[src/rtl/clock_set_ctrl.sv]
// Mode FSM, 1 Hz time base and BCD hh:mm:ss register set for a 24-hour clock.
// Buttons set the time field by field; a blink mask drives the display scanner.
module clock_set_ctrl #(
  parameter int TICK_CNT  = 50000000,
  parameter int BLINK_CNT = 12500000
) (
  input  logic       clk,
  input  logic       reset,
  input  logic       btn_mode,
  input  logic       btn_inc,
  output logic [3:0] hour1,
  output logic [3:0] hour0,
  output logic [3:0] min1,
  output logic [3:0] min0,
  output logic [3:0] sec1,
  output logic [3:0] sec0,
  output logic [5:0] blank_mask,
  output logic [1:0] mode,
  output logic       carry_day
);

  localparam int TW = (TICK_CNT > 2) ? $clog2(TICK_CNT) : 1;
  localparam int BW = (BLINK_CNT > 2) ? $clog2(BLINK_CNT) : 1;
  localparam logic [TW-1:0] TICK_LAST  = TW'(TICK_CNT - 1);
  localparam logic [BW-1:0] BLINK_LAST = BW'(BLINK_CNT - 1);

  typedef enum logic [1:0] {
    RUN     = 2'b00,
    SET_HR  = 2'b01,
    SET_MIN = 2'b10
  } mode_e;

  mode_e          state, state_nxt;
  logic           mode_prev, inc_prev;
  logic           mode_rise, inc_rise, inc_hit, enter_set, tick;
  logic [TW-1:0]  div_cnt;
  logic [BW-1:0]  blink_cnt;
  logic           blink_phase;
  logic [7:0]     hr, mn, sc;
  logic [7:0]     hr_nxt, mn_nxt, sc_nxt;

  // Two-digit BCD increment that wraps to 00 after the given last value.
  function automatic logic [7:0] bcd_inc(input logic [7:0] v, input logic [7:0] last);
    if (v == last)             return 8'h00;
    else if (v[3:0] == 4'd9)   return {v[7:4] + 4'd1, 4'd0};
    else                       return {v[7:4], v[3:0] + 4'd1};
  endfunction

  assign mode_rise = btn_mode & ~mode_prev;
  assign inc_rise  = btn_inc & ~inc_prev;
  assign inc_hit   = inc_rise & ~mode_rise & (state != RUN);
  assign enter_set = mode_rise & (state != SET_MIN);
  assign tick      = (state == RUN) && (div_cnt == TICK_LAST);

  always_comb begin
    // NOTE: every combinational output gets a default first so no path leaves it unassigned (no latch).
    state_nxt = state;
    if (mode_rise) begin
      case (state)
        RUN:     state_nxt = SET_HR;
        SET_HR:  state_nxt = SET_MIN;
        default: state_nxt = RUN;
      endcase
    end
  end

  always_comb begin
    hr_nxt = hr;
    mn_nxt = mn;
    sc_nxt = sc;
    case (state)
      RUN: begin
        if (tick) begin
          sc_nxt = bcd_inc(sc, 8'h59);
          if (sc == 8'h59) begin
            mn_nxt = bcd_inc(mn, 8'h59);
            if (mn == 8'h59) hr_nxt = bcd_inc(hr, 8'h23);
          end
        end
      end
      SET_HR: begin
        if (inc_hit) hr_nxt = bcd_inc(hr, 8'h23);
      end
      SET_MIN: begin
        if (mode_rise)    sc_nxt = 8'h00;
        else if (inc_hit) mn_nxt = bcd_inc(mn, 8'h59);
      end
      default: ;
    endcase
  end

  // NOTE: sequential state uses non-blocking assignments so all registers update from pre-edge values.
  always_ff @(posedge clk or negedge reset) begin
    if (!reset) begin
      state     <= RUN;
      mode_prev <= 1'b1;
      inc_prev  <= 1'b1;
      hr        <= 8'h00;
      mn        <= 8'h00;
      sc        <= 8'h00;
      carry_day <= 1'b0;
      div_cnt   <= '0;
    end else begin
      state     <= state_nxt;
      mode_prev <= btn_mode;
      inc_prev  <= btn_inc;
      hr        <= hr_nxt;
      mn        <= mn_nxt;
      sc        <= sc_nxt;
      carry_day <= tick && (hr == 8'h23) && (mn == 8'h59) && (sc == 8'h59);
      if (state == RUN)
        div_cnt <= tick ? '0 : div_cnt + TW'(1);
      else if (state == SET_MIN && mode_rise)
        div_cnt <= '0;
    end
  end

  // Blink runs only while setting; entry and each accepted press restart the visible phase.
  always_ff @(posedge clk or negedge reset) begin
    if (!reset) begin
      blink_cnt   <= '0;
      blink_phase <= 1'b0;
    end else if (state_nxt == RUN || enter_set || inc_hit) begin
      blink_cnt   <= '0;
      blink_phase <= 1'b0;
    end else if (blink_cnt == BLINK_LAST) begin
      blink_cnt   <= '0;
      blink_phase <= ~blink_phase;
    end else begin
      blink_cnt   <= blink_cnt + BW'(1);
    end
  end

  always_comb begin
    blank_mask = 6'b000000;
    if (blink_phase) begin
      case (state)
        SET_HR:  blank_mask = 6'b110000;
        SET_MIN: blank_mask = 6'b001100;
        default: blank_mask = 6'b000000;
      endcase
    end
  end

  assign mode  = state;
  assign hour1 = hr[7:4];
  assign hour0 = hr[3:0];
  assign min1  = mn[7:4];
  assign min0  = mn[3:0];
  assign sec1  = sc[7:4];
  assign sec0  = sc[3:0];

endmodule

[config.mk]
export PLATFORM = sky130hd
export DESIGN_NAME = clock_set_ctrl
export DESIGN_NICKNAME = d
export VERILOG_FILES = /design/src/rtl/clock_set_ctrl.sv
export SDC_FILE = /design/constraint.sdc
export NUM_CORES = 1
export LEC_CHECK = 0
export ABC_CLOCK_PERIOD_IN_PS = 2400
export CAP_MARGIN = 20
export CORE_MARGIN = 3
export CORE_UTILIZATION = 27
export DETAILED_ROUTE_END_ITERATION = 6
export PLACE_DENSITY = 0.42
export SYNTH_ARGS = -nofsm -noshare
export SYNTH_HDL_FRONTEND = slang
export SYNTH_SLANG_ARGS = --single-unit
[constraint.sdc]
create_clock -name clk -period 2.4 [get_ports clk]
set_clock_uncertainty 0.2 [all_clocks]
set_input_delay 0.48 -clock clk [delete_from_list [all_inputs] [get_ports clk]]
set_output_delay 0.48 -clock clk [all_outputs]
set_load 0.02 [all_outputs]
---- Yosys cells after proc, flatten, opt, wreduce, memory -nomap -nowiden ----
Index checks and enable logic that the tools add are counted.
word-level totals
  bits in registers ....................... 80
  bits in latches ......................... 0
  memory bits (writable) .................. 0
  bits in read-only memories .............. 0
  input port bits ......................... 4
  logic and storage cells ................. 95
  memories ................................ 0
cells by class
  add/subtract/negate cells ............... 8
  $mul .................................... 0
  div/mod/pow operators ................... 0
  order comparisons ....................... 0
  eq/ne operators ......................... 19
  shift operators ......................... 0
  multiplexer cells ....................... 30
  bitwise gates (word level) .............. 9
  reductions and logical operators ........ 18
operators with widths
  kind                     count
  $mux W8                  16
  $mux W26                 3
  $mux W24                 2
  $pmux W8 S2              3
  $add A26 B1 Y26 const B  1
  $eq A26 B26 Y1 const B   1
  $add A24 B1 Y24 const B  1
  $add A4 B1 Y4 const B    6
  $eq A24 B24 Y1 const B   1
  $eq A8 B7 Y1 const B     2
  $eq A4 B4 Y1 const B     3
  $ne A2 B2 Y1 const B     6
  $pmux W6 S2              1
  $reduce_and A5 Y1        2
  $reduce_bool A2 Y1       5
  $eq A8 B6 Y1 const B     1
  $mux W6                  1
  $and A1 B1 Y1            5
  $logic_and A1 B1 Y1      5
  $logic_not A2 Y1         2
  $ne A2 B1 Y1 const B     2
  $not A1 Y1               4
  $pmux W2 S2              1
  $reduce_and A4 Y1        1
  7 further kinds          9

---- Longest topological paths before layout ----
Gate-level depths: netlist of the first run.
  depth after elaboration ................. 8
  depth in mapped cells ................... 8
  gate-level depth less buffers ........... 7

---- Least setup slack after synthesis of the first run ----
Ideal clock, no wire load.
  kind .................................... register to register
  from .................................... register div_cnt[16]
  to ...................................... register hr[0]
  library setup time ...................... 0.125 ns
  arrival ................................. 2.145 ns
  setup slack ............................. -0.070 ns
  cell stages (with the launch flop) ...... 6
  path buffers ............................ 0
  cell sequence ........................... dfrtp_1 or4b_1 or4_4 nor4_4 nor2_2 mux2_4
on the way
  word-level cells in the longest chain between the ends .. 4
ends and longest elaborated chain
  element                      line  RTL
  from (decl)                  36    logic [TW-1:0] div_cnt;
  from (signal assigned)       112   div_cnt <= tick ? '0 : div_cnt + TW'(1);
  $eq A26 B26 Y1               53    assign tick = (state == RUN) && (div_cnt == TICK_LAST);
  $logic_and A1 B1 Y1          53
  $ne A2 B2 Y1 (no line)       --
  $reduce_and A5 Y1 (no line)  --
  to (signal assigned)         107   hr <= hr_nxt;
  to (decl)                    39    logic [7:0] hr, mn, sc;
Every way passes these cells.
A chain may end at the register's enable or synchronous reset.

---- Final worst setup path of the first run ----
  from .................................... register div_cnt[24]
  to ...................................... register hr[2]
Same word-level chain as after synthesis.

==> flow_summary.json, run 1 <==
{
  "stdcell_area_mm2": 0.00575,
  "setup_tns_ns": -0.0258,
  "synth-simple-area-share_pct": 26.6,
  "grt_max_degree": 31,
  "vias_per_cell": 4.63,
  "wl_met2_um": 4720,
  "synthArstFlopShare_pct": 100,
  "syn_inst": 460,
  "insertion_delay_ns": 0.35,
  "drc": 0,
  "num_antenna_cells": 0,
  "worst_pin_slew_ns": 0.676,
  "cts.root.buffer_cell": "clkbuf_16",
  "rows": 45,
  "pin_count": 37,
  "slew_headroom_pct": 54.5,
  "rsz0062_at_grt": "true",
  "antenna_left": 0,
  "grt_pass1_wl_um": 17900,
  "drv_slew": 0,
  "start_util_pct": 28.1,
  "antenna_found_initial": 0,
  "critPathSlowestCell": "or4_4",
  "yosys-top-cells-count": "78 x dfrtp_1, 73 x nor2_1, 29 x nand3_1",
  "maxCapViolations": 0,
  "status": "finished with violations",
  "wl_met1_um": 5260,
  "ys_seq_elements": 80,
  "seqCellArea_mm2": 0.00200,
  "max_stage_delay_ns": 0.54,
  "max_freq_mhz": 414,
  "grt_pass1_vias": 3486,
  "die_area_mm2": 0.0177,
  "ys_seq_area_share_pct": 46.1,
  "synth-xor-area-share_pct": 8.47,
  "drive_above_1_share_pct": 20.5,
  "timing.hold.ws_ns": 0.292,
  "place.gp.congestion": 0.780,
  "cp.arrival_ns": 2.45,
  "pre_cts_slack_ns": -0.0788,
  "vias": 3571,
  "nets": 573,
  "placed_area_mm2": 0.00536,
  "synth-compound-area-share_pct": 7.40,
  "synthMuxAreaShare_pct": 3.43,
  "cp_max_fo": 8,
  "cts_sinks": 80,
  "cts_buffers": 9,
  "peakVddDrop_mv": 0.436,
  "synth_top_area_cell": "dfrtp_1",
  "drt_iter0_drc": 193,
  "hold_violations": 0,
  "p_per_area_mw_per_mm2": 820,
  "multi_input_area_mm2": 0.00223,
  "ys.flop_type": "dfrtp_1",
  "synth_adder_area_share_pct": 4.03,
  "synth_edf_count": 0,
  "worstPathCellList": "or4b_1 -> or4_4 -> nor4_4 -> buf_6 -> o21ai_2 -> mux2_4",
  "place_hpwl_um": 7730,
  "yosysWarnings": 0,
  "wl_met3_um": 423,
  "yosysUniqueCellTypes": 54,
  "yosysMostFrequentCell": "dfrtp_1",
  "die_h_um": 133,
  "syn2layout_area_growth_pct": 32.2,
  "final_util_pct": 37.1,
  "routed_wl_um": 10600,
  "setup-violations-final": 2,
  "path_clk_slew_ns": 0.07,
  "num-fill-cells": 1575,
  "htree_levels": 3,
  "min_path_type": "reg -> reg",
  "p_leak_nw": 2.47,
  "yosys-top-cells-area": "dfrtp_1 45%, nor2_1 6.3%, xor2_1 5.6%, ha_1 4.0%, nand4_1 3.5%",
  "portBuffers": 34,
  "synth.top_cell.area_share_pct": 44.9,
  "syn_area_mm2": 0.00435,
  "core-area_mm2": 0.0155,
  "top_layer": "met4",
  "synth_top_family_by_area": "simple AND/OR/NAND/NOR gates",
  "groute.usage.overall_pct": 12.5,
  "grt_overflow": 0,
  "setup_slack_ns": -0.0140,
  "criticalPathCategory": "reg -> reg",
  "fin_crit_sh_pct": 101,
  "fin_crit_ns": 2.41,
  "violations": "setup timing",
  "cts_tree": "yes",
  "wl_per_cell_um": 13.7,
  "start_kind": "flop",
  "die_w_um": 133,
  "crit_path_end_kind": "flop",
  "crit_required_ns": 2.44,
  "drtPass1Iterations": 4,
  "avgSynthCellArea_um2": 9.45,
  "cts_buffer_depth": 2
}
flip-flops by register name, summed over array words and instances, names as in the netlist:
| signal | cells |
|---|---|
| div_cnt | 26 |
| inc_prev | 1 |
| blink_phase | 1 |
| carry_day | 1 |
| mode_prev | 1 |
| blink_cnt | 24 |
| mode | 2 |
| mn | 8 |
| sc | 8 |
| hr | 8 |
layer usage:
metal | global-route usage, % | vias up
met2 | 18.7 | 55
met4 | 3.75 | 0
met3 | 3.61 | 13
met5 | 0 | -
li1 | - | 1796
met1 | 17.4 | 1707
critical path: cells and delay by family (launching register included):
kind            cells  cell delay, ns
simple gates        3            1.21
buf+inv             1            0.17
compound gates      1            0.06
mux                 1            0.29
flops               1            0.37
logic make-up after synthesis:
logic type,Yosys count
AO/OA/AOI/OAI,50
XOR/XNOR,42
adder cells (fa/ha/maj),14
buffers and inverters,40
flip-flops,80
multiplexers,13
other,1
AND/OR/NAND/NOR,220
timing repair:
action,CTS,global route
pin swaps,0,5
hold endpoints to repair,26,0
setup endpoints to repair,20,44
buffers inserted,1,4
hold buffers,1,0
resized for setup,8,10
cells in the final DEF (no fill, tap or decap), types with 6 or more instances in the layout:
| cell type | n |
|---|---|
| a21oi_1 | 11 |
| and3_1 | 7 |
| buf_4 | 62 |
| clkbuf_16 | 9 |
| clkdlybuf4s50_1 | 29 |
| dfrtp_1 | 78 |
| ha_1 | 14 |
| inv_1 | 22 |
| mux2_2 | 7 |
| nand2_1 | 26 |
| nand2b_1 | 6 |
| nand3_1 | 28 |
| nand4_1 | 24 |
| nor2_1 | 73 |
| nor3_1 | 11 |
| nor4_1 | 6 |
| o21ai_0 | 13 |
| xnor2_1 | 14 |
| xor2_1 | 28 |
per-stage QoR:
| step | power, W | cells |
|---|---|---|
| after detailed placement | 0.00342 | 749 |
| after global placement | 0.00340 | 749 |
| final | 0.00471 | 771 |
| after global routing | 0.00505 | 771 |
| after floorplan | 0.00262 | 461 |
| after CTS | 0.00478 | 767 |
where the power goes:
part           internal (W)  switching (W)  leakage [nW]
registers           0.00154       0.000183          1.08
logic              0.000800       0.000876          1.26
clock network      0.000711       0.000600         0.138
path summary, 6_finish.rpt:
path / to / depth (start not counted) / slack, ns / start
max: hr[2]$_DFFE_PN0P_ / 6 / -0.01 / div_cnt[24]$_DFFE_PN0P_
min: blink_cnt[0]$_DFF_PN0_ / 1 / 0.29 / blink_cnt[0]$_DFF_PN0_
max reg2reg: hr[2]$_DFFE_PN0P_ / 6 / -0.01 / div_cnt[24]$_DFFE_PN0P_
min reg2reg: blink_cnt[0]$_DFF_PN0_ / 1 / 0.29 / blink_cnt[0]$_DFF_PN0_
max in group asynchronous: div_cnt[16]$_DFFE_PN0P_ / 3 / 1.02 / reset
min in group asynchronous: blink_cnt[1]$_DFF_PN0_ / 2 / 0.42 / reset
final cells by class:
cell class                 instances  share of cell area [%]
inverter                          22                    1.44
clock inverter                     7                   0.958
clock buffer                       9                    3.92
multi-input combinational        341                    38.8
sequential                        80                    34.9
tap                              211                    4.59
timing repair buffer             101                    15.4
(Power assumes the default switching activity.)
==> run 2: changes to the inputs <==
Settings changed: CTS_CLUSTER_SIZE set to 28.
==> results of run 2 <==
No change in the layout: final DEF, timing and power equal those of run 1.
